### src/rtl/pp_scoreboard_pkg.sv
// Shared constants and helpers for the hv pipeline register scoreboard.
// Holds the bypass-select base and the core's default depth/register count.
package pp_scoreboard_pkg;

    // fwd_sel value meaning "read from the register file"
    localparam int unsigned PP_SB_SEL_RF     = 0;
    // Defaults match the core's 4-cycle decode-to-writeback delay
    localparam int unsigned PP_SB_DEPTH_DEF  = 4;
    localparam int unsigned PP_SB_NREGS_DEF  = 16;
    localparam int unsigned PP_SB_MAX_DEPTH  = 8;

    function automatic int unsigned pp_sb_popcount(input logic [PP_SB_MAX_DEPTH-1:0] v);
        int unsigned n;
        n = 0;
        for (int unsigned i = 0; i < PP_SB_MAX_DEPTH; i++) begin
            if (v[i]) n++;
        end
        return n;
    endfunction

endpackage

### src/rtl/pp_sb_match.sv
// Youngest-match priority finder for one source read port.
// Returns whether any valid stage writes the requested index, and the lowest such stage.
module pp_sb_match
    import pp_scoreboard_pkg::*;
#(
    parameter int unsigned DEPTH  = PP_SB_DEPTH_DEF,
    parameter int unsigned RIDX_W = 4,
    parameter int unsigned SEL_W  = 3
) (
    input  logic                      ren,
    input  logic [RIDX_W-1:0]         src_idx,
    input  logic [DEPTH-1:0]          valid,
    input  logic [DEPTH*RIDX_W-1:0]   stage_idx,
    output logic                      hit,
    output logic [SEL_W-1:0]          stage
);

    always_comb begin
        hit   = 1'b0;
        stage = '0;
        for (int unsigned s = 0; s < DEPTH; s++) begin
            if (!hit && ren && valid[s] && (stage_idx[s*RIDX_W +: RIDX_W] == src_idx)) begin
                hit   = 1'b1;
                stage = SEL_W'(s);
            end
        end
    end

endmodule

### src/rtl/pp_scoreboard.sv
// Register scoreboard / hazard controller: tracks in-flight GPR writes and stalls decode.
// Define PP_SB_FWD_EN to turn late-stage matches into operand bypass selects instead of stalls.
module pp_scoreboard
    import pp_scoreboard_pkg::*;
#(
    parameter int unsigned NREGS     = PP_SB_NREGS_DEF,
    parameter int unsigned RIDX_W    = 4,
    parameter int unsigned DEPTH     = PP_SB_DEPTH_DEF,
    parameter int unsigned NSRC      = 3,
    parameter int unsigned FWD_STAGE = 2,
    parameter int unsigned SEL_W     = 3
) (
    input  logic                    clk,
    input  logic                    rst_n,
    input  logic                    issue_valid_i,
    input  logic [NSRC-1:0]         src_ren_i,
    input  logic [NSRC*RIDX_W-1:0]  src_idx_i,
    input  logic                    dst_wen_i,
    input  logic [RIDX_W-1:0]       dst_idx_i,
    input  logic                    hold_i,
    input  logic                    flush_i,
    output logic                    stall_o,
    output logic                    issue_o,
    output logic [NSRC*SEL_W-1:0]   fwd_sel_o,
    output logic [NREGS-1:0]        busy_o,
    output logic [SEL_W-1:0]        inflight_o
);

`ifdef PP_SB_FWD_EN
    localparam bit FWD_EN = 1'b1;
`else
    localparam bit FWD_EN = 1'b0;
`endif
    // Without bypass the threshold sits past the last stage, so every match stalls
    localparam logic [SEL_W-1:0] FWD_MIN = SEL_W'(FWD_EN ? FWD_STAGE : DEPTH);

    logic [DEPTH-1:0]        valid_q;
    logic [DEPTH*RIDX_W-1:0] idx_q;
    logic [NSRC-1:0]         hit;
    logic [SEL_W-1:0]        stage [NSRC];
    logic                    conflict;

    for (genvar k = 0; k < NSRC; k++) begin : g_match
        pp_sb_match #(
            .DEPTH  (DEPTH),
            .RIDX_W (RIDX_W),
            .SEL_W  (SEL_W)
        ) u_match (
            .ren       (src_ren_i[k]),
            .src_idx   (src_idx_i[k*RIDX_W +: RIDX_W]),
            .valid     (valid_q),
            .stage_idx (idx_q),
            .hit       (hit[k]),
            .stage     (stage[k])
        );
    end

    always_comb begin
        conflict  = 1'b0;
        fwd_sel_o = '0;
        for (int unsigned k = 0; k < NSRC; k++) begin
            fwd_sel_o[k*SEL_W +: SEL_W] = SEL_W'(PP_SB_SEL_RF);
            if (hit[k]) begin
                if (stage[k] >= FWD_MIN) begin
                    fwd_sel_o[k*SEL_W +: SEL_W] = stage[k] + SEL_W'(1);
                end else begin
                    conflict = 1'b1;
                end
            end
        end
    end

    assign stall_o = hold_i | (issue_valid_i & conflict);
    assign issue_o = issue_valid_i & ~stall_o & ~flush_i;

    always_ff @(posedge clk or negedge rst_n) begin
        if (!rst_n) begin
            valid_q <= '0;
            idx_q   <= '0;
        end else if (flush_i) begin
            valid_q <= '0;
        end else if (!hold_i) begin
            for (int unsigned s = 1; s < DEPTH; s++) begin
                valid_q[s]                  <= valid_q[s-1];
                idx_q[s*RIDX_W +: RIDX_W]   <= idx_q[(s-1)*RIDX_W +: RIDX_W];
            end
            valid_q[0]        <= issue_o & dst_wen_i;
            idx_q[0 +: RIDX_W] <= dst_idx_i;
        end
    end

    always_comb begin
        busy_o = '0;
        for (int unsigned s = 0; s < DEPTH; s++) begin
            if (valid_q[s]) busy_o[idx_q[s*RIDX_W +: RIDX_W]] = 1'b1;
        end
    end

    assign inflight_o = SEL_W'(pp_sb_popcount(PP_SB_MAX_DEPTH'(valid_q)));

endmodule
### config.mk
export PLATFORM = sky130hd
export DESIGN_NAME = pp_scoreboard
export DESIGN_NICKNAME = d
export VERILOG_FILES = /design/src/rtl/pp_scoreboard_pkg.sv /design/src/rtl/pp_sb_match.sv /design/src/rtl/pp_scoreboard.sv
export SDC_FILE = /design/constraint.sdc
export NUM_CORES = 1
export LEC_CHECK = 0
export CAP_MARGIN = 20
export CELL_PAD_IN_SITES_DETAIL_PLACEMENT = 1
export CELL_PAD_IN_SITES_GLOBAL_PLACEMENT = 2
export CORE_MARGIN = 2
export CORE_UTILIZATION = 30
export CTS_CLUSTER_DIAMETER = 100
export DETAILED_ROUTE_END_ITERATION = 10
export GPL_ROUTABILITY_DRIVEN = 0
export PLACE_DENSITY_LB_ADDON = 0.3
export SLEW_MARGIN = 15
export SYNTH_ARGS = -nofsm -noshare
export SYNTH_HDL_FRONTEND = slang
export SYNTH_SLANG_ARGS = --single-unit
### constraint.sdc
create_clock -name clk -period 2.33 [get_ports clk]
set_input_delay 0.5825 -clock clk [delete_from_list [all_inputs] [get_ports clk]]
set_output_delay 0.5825 -clock clk [all_outputs]
set_load 0.1 [all_outputs]
* Word-level counts from Yosys, hierarchy flattened
Index checks and enable logic that the tools add are counted.
Storage, ports and cells: word-level logic and storage cells 141, bits in registers 20, input port bits 25, output and inout bits 30
Cells by class: $add $sub $neg 6, reduce and logical (&&, ||, !) cells 47, bitwise logic cells 11, mux-type cells 51, order comparisons 11, equal/unequal tests 13
Operators with widths (number):
- $mux 16 | 4
- $eq 4x4->1 | 12
- $or 16x16->16 | 3
- $logic_and 1x1->1 | 37
- $mux 3 | 9
- $mux 1 | 26
- $lt 4x5->1 const B | 4
- $demux 1 s4 | 4
- $ge 4x1->1 const B | 4
- $add 3x1->3 const B | 5
- $mux 2 | 6
- $ge 3x3->1 const B | 3
- $logic_not 1->1 | 9
- $mux 4 | 2
- $and 1x1->1 | 4
- $not 1->1 | 3
- $add 1x1->2 const B | 1
- $ne 2x1->1 const B | 1
- $reduce_and 2->1 | 1
- $or 1x1->1 | 1

* Logic depth before layout (Yosys ltp)
Gate-level depths: netlist of run 1.
depth in word-level cells 33, depth in mapped cells 7, depth with buffers taken out 6

* Cells and area by module
From an unflattened synthesis of run 1, not the netlist that was laid out.
Second synthesis, totals: cells, all modules 281, area, all modules 2393.5 µm²
Modules (own cells, without submodules):
- pp_scoreboard | times used 1, cells each 161, sequential area each 500.5 µm², area an instance 1586.5 µm²
- pp_sb_match | times used 3, cells each 40, sequential area each 0.0 µm², area an instance 269.0 µm²

* Least setup slack after synthesis of run 1
OpenSTA, ideal clock, no wires.
path kind input port to output port, start point input port src_idx_i[5], end point output port issue_o, required time 1.747 ns, arrival 4.150 ns, buffers on the path 1, stages 7, slack -2.402 ns, cell sequence buf_4 > xnor2_1 > nand2_1 > nor4_1 > a31oi_1 > a21boi_2 > nor4_1
Between the ends: cells in the longest elaborated chain, start to end 28, elaborated cells on any way between the ends 34, classes of those cells 1 x order compare; 4 x eq/ne; 11 x mux; 5 x bitwise; 13 x reduce/logical
Ends and longest elaborated chain:
- from (decl) | line pp_scoreboard.sv:17 | input logic [NSRC*RIDX_W-1:0] src_idx_i,
- $eq 4x4->1 | line pp_sb_match.sv:22 | if (!hit && ren && valid[s] && (stage_idx[s*RIDX_W +: RIDX_W] == src_idx)) begin
- $logic_and 1x1->1 | line pp_sb_match.sv:22
- $mux 1 | line pp_sb_match.sv:22
- $logic_not 1->1 | line pp_sb_match.sv:22
- $logic_and 1x1->1 (3 in a row) | line pp_sb_match.sv:22
- $mux 1 | line pp_sb_match.sv:22
- $logic_not 1->1 | line pp_sb_match.sv:22
- $logic_and 1x1->1 (3 in a row) | line pp_sb_match.sv:22
- (+7 left out)
- $mux 1 | line pp_scoreboard.sv:64 | if (stage[k] >= FWD_MIN) begin
- $mux 1 * | line pp_scoreboard.sv:63 | if (hit[k]) begin
- $mux 1 | line pp_scoreboard.sv:64
- $mux 1 * | line pp_scoreboard.sv:63
- $and 1x1->1 * | line pp_scoreboard.sv:73 | assign stall_o = hold_i | (issue_valid_i & conflict);
- $or 1x1->1 * | line pp_scoreboard.sv:73
- $not 1->1 * | line pp_scoreboard.sv:74 | assign issue_o = issue_valid_i & ~stall_o & ~flush_i;
- $and 1x1->1 * (2 in a row) | line pp_scoreboard.sv:74
- to (decl) | line pp_scoreboard.sv:23 | output logic issue_o,
Every way passes the cells marked *; elsewhere a longest branch is shown, timed or not.

* Worst setup path in the final report of run 1
start point input port src_idx_i[2], end point output port issue_o
Between the ends: cells in the longest elaborated chain, start to end 30, elaborated cells on any way between the ends 36, classes of those cells 1 x order compare; 4 x eq/ne; 13 x mux; 5 x bitwise; 13 x reduce/logical
Ends and longest elaborated chain (line):
- $eq 4x4->1 | pp_sb_match.sv:22
- $logic_and 1x1->1 | pp_sb_match.sv:22
- $mux 1 | pp_sb_match.sv:22
- $logic_not 1->1 | pp_sb_match.sv:22
- $logic_and 1x1->1 (3 in a row) | pp_sb_match.sv:22
- $mux 1 | pp_sb_match.sv:22
- $logic_not 1->1 | pp_sb_match.sv:22
- $logic_and 1x1->1 (3 in a row) | pp_sb_match.sv:22
- (+9 left out)
- $mux 1 | pp_scoreboard.sv:64
- $mux 1 * | pp_scoreboard.sv:63
- $mux 1 | pp_scoreboard.sv:64
- $mux 1 * | pp_scoreboard.sv:63
- $and 1x1->1 * | pp_scoreboard.sv:73
- $or 1x1->1 * | pp_scoreboard.sv:73
- $not 1->1 * | pp_scoreboard.sv:74
- $and 1x1->1 * (2 in a row) | pp_scoreboard.sv:74
Marks and branches as above.

==> impl_metrics.prom, run 1 <==
# TYPE chip_impl_metric gauge
chip_impl_info{name="outcome",value="finished, violations left"} 1
chip_impl_info{name="violations",value="setup timing"} 1
chip_impl_metric{name="post-synth-top-area-fraction",unit="%"} 22.62
chip_impl_metric{name="grt_start_max_net_pins",unit=""} 21
chip_impl_metric{name="clock-sinks",unit=""} 20
chip_impl_metric{name="whs_path_depth",unit=""} 1
chip_impl_metric{name="final-setup-viol-count",unit=""} 17
chip_impl_metric{name="drc",unit=""} 0
chip_impl_metric{name="first_iter_violations",unit=""} 82
chip_impl_metric{name="vdd.ir_drop.worst",unit="mV"} 0.4902
chip_impl_metric{name="reg2reg_slack",unit="ps"} 350
chip_impl_metric{name="core_area",unit="mm^2"} 0.007214
chip_impl_metric{name="cp_data_arrival_time",unit="ps"} 2120
chip_impl_metric{name="skew",unit="ps"} 1.260
chip_impl_metric{name="pre_cts_slack",unit="ps"} -743.2
chip_impl_metric{name="final_layout_size_suffix_gt1_share",unit="%"} 60.71
chip_impl_info{name="worst_hold_path_type",value="register to register"} 1
chip_impl_metric{name="htreeDepth",unit=""} 1
chip_impl_metric{name="cp.required",unit="ps"} 1750
chip_impl_metric{name="final.setup.tns",unit="ps"} -1741
chip_impl_metric{name="groute.layer.met1.usage",unit="%"} 26.29
chip_impl_info{name="synthTopCellsByArea",value="sky130_fd_sc_hd__dfrtp_1 (23%), sky130_fd_sc_hd__xor2_1 (13%), sky130_fd_sc_hd__mux2_2 (8.7%)"} 1
chip_impl_metric{name="ys_async_sr_fraction",unit="%"} 100.0
chip_impl_metric{name="power.share.switching",unit="%"} 45.23
chip_impl_metric{name="rr_worst_depth",unit=""} 9
chip_impl_metric{name="final_critical_path_setup_slack",unit="ps"} -375.4
chip_impl_metric{name="final-max-slew-violation-count",unit=""} 0
chip_impl_metric{name="grt.overflow.total",unit=""} 0
chip_impl_metric{name="report.final.hold_viol_count",unit=""} 0
chip_impl_metric{name="antennaDiodeCount",unit=""} 0
chip_impl_info{name="postSynth.topFlopCell",value="sky130_fd_sc_hd__dfrtp_1"} 1
chip_impl_metric{name="tritoncts.num_buffers",unit=""} 3
chip_impl_info{name="top_usage_layer",value="met2"} 1
chip_impl_metric{name="number_of_antenna_violations_at_the_first_check_in_global_routing",unit=""} 0
chip_impl_metric{name="power_frac_seq",unit="%"} 29.4
chip_impl_info{name="cts_tree",value="built"} 1
chip_impl_metric{name="path_clk_slew",unit="ps"} 80
chip_impl_metric{name="cts-root-to-sink-buffers",unit=""} 2
chip_impl_metric{name="power_per_cell_area",unit="mW/mm^2"} 580.4
chip_impl_metric{name="nets",unit=""} 365
chip_impl_metric{name="utilization",unit="%"} 53.52
chip_impl_metric{name="post-route-period-util",unit="%"} 116.1
chip_impl_metric{name="grtUsageMet2",unit="%"} 38.07
chip_impl_metric{name="areaGrowthSynthToFinish",unit="%"} 74.55
chip_impl_metric{name="power.static_leakage",unit="nW"} 1.471
chip_impl_metric{name="post_synth_instance_area",unit="mm^2"} 0.002212
chip_impl_metric{name="post_drt_wl_per_cell",unit="um"} 19.91
chip_impl_metric{name="die_area",unit="mm^2"} 0.008077
chip_impl_info{name="grt_setup_unrepaired",value="yes"} 1
chip_impl_metric{name="dieWidth",unit="um"} 89.87
chip_impl_metric{name="synth-seq-area-share",unit="%"} 22.62
chip_impl_metric{name="num_rows",unit=""} 31
chip_impl_info{name="worstSetupStartpointType",value="input port"} 1
chip_impl_metric{name="ios",unit=""} 55
chip_impl_info{name="critical_path.endpoint_type",value="output port"} 1
chip_impl_metric{name="via_count_of_the_first_global_routing_pass",unit=""} 2400
chip_impl_metric{name="postLayoutCellArea",unit="mm^2"} 0.003861
chip_impl_metric{name="power.net_switching",unit="mW"} 1.014
chip_impl_info{name="holdCritStartpoint",value="idx_q[11]"} 1
chip_impl_metric{name="router_iterations_before_antenna_repair",unit=""} 4
chip_impl_metric{name="min_period",unit="ps"} 2705
chip_impl_metric{name="power.share.clock",unit="%"} 15.7
chip_impl_metric{name="wire_length_of_the_first_global_routing_pass",unit="um"} 13240
chip_impl_metric{name="drt.antenna.violating_nets",unit=""} 0
chip_impl_info{name="root_buffer",value="sky130_fd_sc_hd__clkbuf_8"} 1
chip_impl_metric{name="achievable-frequency",unit="MHz"} 369.6
chip_impl_metric{name="num_vias",unit=""} 2290
chip_impl_metric{name="synth.yosys.warnings",unit=""} 0
chip_impl_info{name="reg2reg_end",value="valid_q[0]"} 1
chip_impl_metric{name="synth_enable_flop_cells",unit=""} 0
chip_impl_metric{name="ys_ff_latch",unit=""} 20
chip_impl_info{name="criticalPathCategory",value="input port to output port"} 1
chip_impl_info{name="critical_path.startpoint",value="src_idx_i[2]"} 1
chip_impl_metric{name="detail_route.wirelength",unit="um"} 8663
chip_impl_metric{name="grt_use_met3",unit="%"} 1.341
chip_impl_metric{name="syn-instance-count",unit=""} 251
chip_impl_metric{name="floorplan.die.height",unit="um"} 89.87
chip_impl_metric{name="worst-path-max-fanout",unit=""} 4
chip_impl_metric{name="clk-insertion-delay-late",unit="ps"} 260
chip_impl_metric{name="power_report.internal_total",unit="mW"} 1.228
chip_impl_metric{name="max-cap-violations",unit=""} 0
chip_impl_metric{name="placement.cell_area",unit="mm^2"} 0.003279
chip_impl_metric{name="groute.usage.overall",unit="%"} 20.55
chip_impl_info{name="rr_startpoint",value="idx_q[2]"} 1
chip_impl_info{name="synth_area_leader_cell",value="sky130_fd_sc_hd__dfrtp_1"} 1
chip_impl_metric{name="viasPerCell",unit=""} 5.264
chip_impl_metric{name="initial_standard_cell_utilization_of_the_core",unit="%"} 30.66
chip_impl_info{name="hold-path-endpoint",value="idx_q[11]"} 1
chip_impl_metric{name="mean_cell_area_of_the_mapped_netlist",unit="um^2"} 8.813
chip_impl_metric{name="dp_hpwl",unit="um"} 6027
chip_impl_metric{name="netlist-cell-type-count",unit=""} 41
chip_impl_metric{name="placement.io_buffers",unit=""} 45
chip_impl_metric{name="power.combinational.fraction",unit="%"} 54.9
-- layout make-up --
cell class	instances	area, um^2
repair buffers	105	1146
multi-input cells	204	1986
flip-flops and latches	20	520.5
clock buffers	3	41.29
clock inverters	1	30.03
fillers	802	3353
inverters	3	13.76
well taps	99	123.9
-- per-stage QoR --
step                      instances  hold slack [ps]  power [mW]
final                           435            642.1       2.241
after floorplan                 259            286.9       1.326
after global placement          408            632.0       1.606
after detailed placement        408            624.4       1.628
after global routing            435            667.6       2.352
after CTS                       428            653.5       2.157
-- Yosys cell counts, types with 5 or more instances --
library cell / count
sky130_fd_sc_hd__buf_2: 5
sky130_fd_sc_hd__dfrtp_1: 20
sky130_fd_sc_hd__a21oi_1: 7
sky130_fd_sc_hd__xor2_1: 33
sky130_fd_sc_hd__xnor2_1: 18
sky130_fd_sc_hd__nor2_1: 14
sky130_fd_sc_hd__nand3_1: 7
sky130_fd_sc_hd__buf_6: 5
sky130_fd_sc_hd__nand3b_1: 5
sky130_fd_sc_hd__mux2_2: 17
sky130_fd_sc_hd__a31oi_1: 9
sky130_fd_sc_hd__nand2_1: 11
sky130_fd_sc_hd__o221ai_1: 11
sky130_fd_sc_hd__nor3_1: 13
sky130_fd_sc_hd__nand2b_1: 5
sky130_fd_sc_hd__buf_4: 18
-- critical path, stage by stage --
cell and delay [ps]:
sky130_fd_sc_hd__clkdlybuf4s15_2 260, sky130_fd_sc_hd__xnor2_2 170, sky130_fd_sc_hd__nand3_2 70, sky130_fd_sc_hd__nor3_2 50, sky130_fd_sc_hd__a31oi_1 200, sky130_fd_sc_hd__a21boi_2 110, sky130_fd_sc_hd__buf_4 160, sky130_fd_sc_hd__nor4_4 310
sky130_fd_sc_hd__buf_12 210
-- worst max path at each step --
stage	endpoint	cells past startpoint
2_1_floorplan	busy_o[1]	3
3_3_place_gp	stall_o	7
3_5_place_dp	stall_o	7
4_1_cts	issue_o	8
5_1_grt	issue_o	8
6_report	issue_o	9
-- cells in the final DEF, fill, tap and decap left out, types with 3 or more instances in the layout --
cell                               n
sky130_fd_sc_hd__buf_4            44
sky130_fd_sc_hd__xor2_1           29
sky130_fd_sc_hd__buf_12           22
sky130_fd_sc_hd__xnor2_1          16
sky130_fd_sc_hd__mux2_2           16
sky130_fd_sc_hd__dfrtp_2          16
sky130_fd_sc_hd__buf_6            14
sky130_fd_sc_hd__clkdlybuf4s50_1  12
sky130_fd_sc_hd__nor3_1           11
sky130_fd_sc_hd__buf_2            10
sky130_fd_sc_hd__nand2_1           9
sky130_fd_sc_hd__conb_1            9
sky130_fd_sc_hd__nor2_1            8
sky130_fd_sc_hd__o221ai_4          6
sky130_fd_sc_hd__nand3b_1          5
sky130_fd_sc_hd__o221ai_2          5
sky130_fd_sc_hd__a31oi_1           5
sky130_fd_sc_hd__nor2_2            5
sky130_fd_sc_hd__a21oi_2           5
sky130_fd_sc_hd__nand3_1           4
sky130_fd_sc_hd__dfrtp_1           4
sky130_fd_sc_hd__nand2b_2          3
sky130_fd_sc_hd__nand3_2           3
sky130_fd_sc_hd__a31oi_2           3
sky130_fd_sc_hd__a21boi_2          3
sky130_fd_sc_hd__or2_4             3
sky130_fd_sc_hd__xor2_4            3
sky130_fd_sc_hd__mux2i_1           3
sky130_fd_sc_hd__clkbuf_8          3
-- power groups by stage --
stage | Clock, mW | Sequential (mW) | Combinational [mW]
2_1_floorplan | 0 | 0.475 | 0.851
3_3_place_gp | 0 | 0.647 | 0.959
3_5_place_dp | 0 | 0.647 | 0.981
4_1_cts | 0.364 | 0.658 | 1.14
5_1_grt | 0.370 | 0.672 | 1.31
6_report | 0.351 | 0.659 | 1.23
-- cell families after synthesis --
group	Yosys count	share of synthesized area (%)
other cells	1	0.1695
simple gates	77	18.55
compound gates	44	15.67
mux	20	10.01
fa+ha+maj	3	1.697
flops	20	22.62
xor+xnor	51	20.19
buf+inv	35	11.09
-- state kept, by name (all words and copies together), names as in the netlist --
register / flops
idx_q: 16
valid_q: 4
-- per-layer routing --
metal	part of all wire (%)	wire, um	up-vias
met5	0	0	-
met4	2.0	176	0
met3	2.7	237	16
met2	52	4484	65
met1	43	3764	1160
li1	-	-	1049
-- timing repair --
item / in CTS / in global routing
endpoints found under the setup margin: 21 / 21
pin swaps: 20 / 14
hold buffers: 0 / 0
cloned: 0 / 0
resized for setup: 111 / 29
setup buffers: 17 / 8
Note: power is estimated with default switching activity, not from simulation.
==> run 2, diff against run 1 <==
Settings changed: CORE_ASPECT_RATIO set to 1.75.
==> impl_metrics.prom, run 2 (synthesized netlist as in run 1, its figures left out) <==
# TYPE chip_impl_metric gauge
chip_impl_info{name="outcome",value="finished, violations left"} 1
chip_impl_info{name="violations",value="setup timing"} 1
chip_impl_info{name="root_buffer",value="sky130_fd_sc_hd__clkbuf_16"} 1
chip_impl_info{name="registers.top_by_ff_count",value="idx_q"} 1
chip_impl_metric{name="nets",unit=""} 356
chip_impl_metric{name="dp_hpwl",unit="um"} 6489
chip_impl_metric{name="router_iterations_before_antenna_repair",unit=""} 4
chip_impl_metric{name="final-setup-viol-count",unit=""} 12
chip_impl_metric{name="final-max-slew-violation-count",unit=""} 0
chip_impl_info{name="rr_startpoint",value="idx_q[0]"} 1
chip_impl_metric{name="cp.required",unit="ps"} 1750
chip_impl_metric{name="final_layout_size_suffix_gt1_share",unit="%"} 56.88
chip_impl_info{name="critical_path.endpoint_type",value="output port"} 1
chip_impl_metric{name="report.final.hold_viol_count",unit=""} 0
chip_impl_metric{name="grt_start_max_net_pins",unit=""} 21
chip_impl_metric{name="antennaDiodeCount",unit=""} 0
chip_impl_metric{name="num_vias",unit=""} 2199
chip_impl_metric{name="achievable-frequency",unit="MHz"} 386.5
chip_impl_metric{name="min_period",unit="ps"} 2587
chip_impl_info{name="hold-path-endpoint",value="idx_q[2]"} 1
chip_impl_metric{name="dieWidth",unit="um"} 68.91
chip_impl_metric{name="clock-sinks",unit=""} 20
chip_impl_metric{name="final_critical_path_setup_slack",unit="ps"} -257.1
chip_impl_metric{name="floorplan.die.height",unit="um"} 117.6
chip_impl_metric{name="whs_path_depth",unit=""} 1
chip_impl_metric{name="worst-path-max-fanout",unit=""} 4
chip_impl_metric{name="reg2reg_slack",unit="ps"} 590
chip_impl_metric{name="areaGrowthSynthToFinish",unit="%"} 69.57
chip_impl_info{name="holdCritStartpoint",value="idx_q[2]"} 1
chip_impl_metric{name="placement.io_buffers",unit=""} 45
chip_impl_metric{name="post_drt_wl_per_cell",unit="um"} 20.82
chip_impl_metric{name="post-route-period-util",unit="%"} 111.0
chip_impl_info{name="layout_top_registers",value="idx_q x16, valid_q x4"} 1
chip_impl_metric{name="tritoncts.num_buffers",unit=""} 3
chip_impl_metric{name="via_count_of_the_first_global_routing_pass",unit=""} 2503
chip_impl_metric{name="cts-root-to-sink-buffers",unit=""} 2
chip_impl_metric{name="largest_register_ffs",unit=""} 16
chip_impl_metric{name="rr_worst_depth",unit=""} 8
chip_impl_metric{name="clk-insertion-delay-late",unit="ps"} 250
chip_impl_metric{name="number_of_antenna_violations_at_the_first_check_in_global_routing",unit=""} 0
chip_impl_metric{name="power_per_cell_area",unit="mW/mm^2"} 596.2
chip_impl_info{name="worst_hold_path_type",value="register to register"} 1
chip_impl_metric{name="die_area",unit="mm^2"} 0.008103
chip_impl_metric{name="ios",unit=""} 55
chip_impl_metric{name="power.static_leakage",unit="nW"} 1.430
chip_impl_info{name="reg2reg_end",value="valid_q[0]"} 1
chip_impl_metric{name="core_area",unit="mm^2"} 0.007182
chip_impl_metric{name="grt.overflow.total",unit=""} 0
chip_impl_metric{name="initial_standard_cell_utilization_of_the_core",unit="%"} 30.80
chip_impl_metric{name="first_iter_violations",unit=""} 55
chip_impl_metric{name="groute.usage.overall",unit="%"} 22.12
chip_impl_metric{name="htreeDepth",unit=""} 1
chip_impl_metric{name="postLayoutCellArea",unit="mm^2"} 0.003751
chip_impl_metric{name="max-cap-violations",unit=""} 0
chip_impl_metric{name="path_clk_slew",unit="ps"} 50
chip_impl_info{name="criticalPathCategory",value="register to output port"} 1
chip_impl_metric{name="vdd.ir_drop.worst",unit="mV"} 0.3732
chip_impl_metric{name="utilization",unit="%"} 52.23
chip_impl_info{name="grt_setup_unrepaired",value="yes"} 1
chip_impl_metric{name="drc",unit=""} 0
chip_impl_metric{name="num_rows",unit=""} 41
chip_impl_metric{name="skew",unit="ps"} 2.122
chip_impl_metric{name="placement.cell_area",unit="mm^2"} 0.003313
chip_impl_info{name="most_common_cell_after_layout_fill_and_taps_aside",value="sky130_fd_sc_hd__buf_4"} 1
chip_impl_metric{name="pre_cts_slack",unit="ps"} -708.8
chip_impl_metric{name="detail_route.wirelength",unit="um"} 8599
chip_impl_info{name="cts_tree",value="built"} 1
chip_impl_metric{name="drt.antenna.violating_nets",unit=""} 0
chip_impl_info{name="layout.cells.most_common_list",value="sky130_fd_sc_hd__buf_4 (37), sky130_fd_sc_hd__xor2_1 (29), sky130_fd_sc_hd__buf_12 (21)"} 1
chip_impl_metric{name="cp_data_arrival_time",unit="ps"} 2000
chip_impl_metric{name="wire_length_of_the_first_global_routing_pass",unit="um"} 13190
chip_impl_metric{name="viasPerCell",unit=""} 5.324
chip_impl_info{name="worstSetupStartpointType",value="register"} 1
chip_impl_metric{name="hold_buffer_count_at_cts",unit=""} 0
## run 2: routing by layer
metal	global-route usage [%]	wire length [um]	vias to the layer above	part of all wire, %
met3	1.912	158	23	1.8
li1	-	-	1019	-
met1	22.91	2993	1100	35
met5	0	0	-	0
met4	9.681	358	0	4.2
met2	41.95	5088	57	59
## run 2: cell type report
type                            instances  area (um^2)
Clock buffer                            4        88.84
Fill cell                             798         3431
Inverter                                3        13.76
Multi-Input combinational cell        204         1959
Sequential cell                        20        520.5
Tap cell                               86        107.6
Timing Repair Buffer                   96         1061
## run 2: per-stage QoR
| stage | hold WS, ps | std cells | total power [mW] | TNS (ps) |
|---|---|---|---|---|
| after floorplan | 286.9 | 259 | 1.326 | -1637 |
| final | 649.4 | 413 | 2.236 | -1117 |
| after detailed placement | 704.9 | 400 | 1.664 | -1526 |
| after CTS | 660.8 | 409 | 2.152 | -915.1 |
| after global routing | 671.1 | 413 | 2.351 | -2268 |
| after global placement | 706.3 | 400 | 1.635 | -1508 |
## run 2: worst max-delay path by stage
| stage | from | cells after the start | end | slack [ps] |
|---|---|---|---|---|
| after global routing | idx_q[0] | 8 | issue_o | -350 |
| final | idx_q[15] | 6 | stall_o | -260 |
| after global placement | src_idx_i[4] | 7 | stall_o | -680 |
| after detailed placement | src_idx_i[6] | 7 | stall_o | -710 |
| after CTS | idx_q[0] | 8 | issue_o | -260 |
| after floorplan | idx_q[11] | 3 | busy_o[1] | -640 |
## run 2: worst max-delay path, stage by stage, from the launching register on
cell	delay [ps]
sky130_fd_sc_hd__dfrtp_2	470
sky130_fd_sc_hd__xor2_1	180
sky130_fd_sc_hd__nor3_1	70
sky130_fd_sc_hd__a31oi_1	220
sky130_fd_sc_hd__a21boi_2	140
sky130_fd_sc_hd__o41a_4	490
sky130_fd_sc_hd__buf_12	170
## run 2: repair_timing
item                       4_1_cts  5_1_grt
setup endpoints to repair       21       21
setup buffers                    6        9
pin swaps                       22       17
gates resized for setup         99       34
## run 2: power breakdown
group | leakage, nW | internal [mW] | switching [mW]
combinational | 1.16 | 0.540 | 0.685
sequential | 0.227 | 0.442 | 0.184
clock | 0.0442 | 0.261 | 0.124
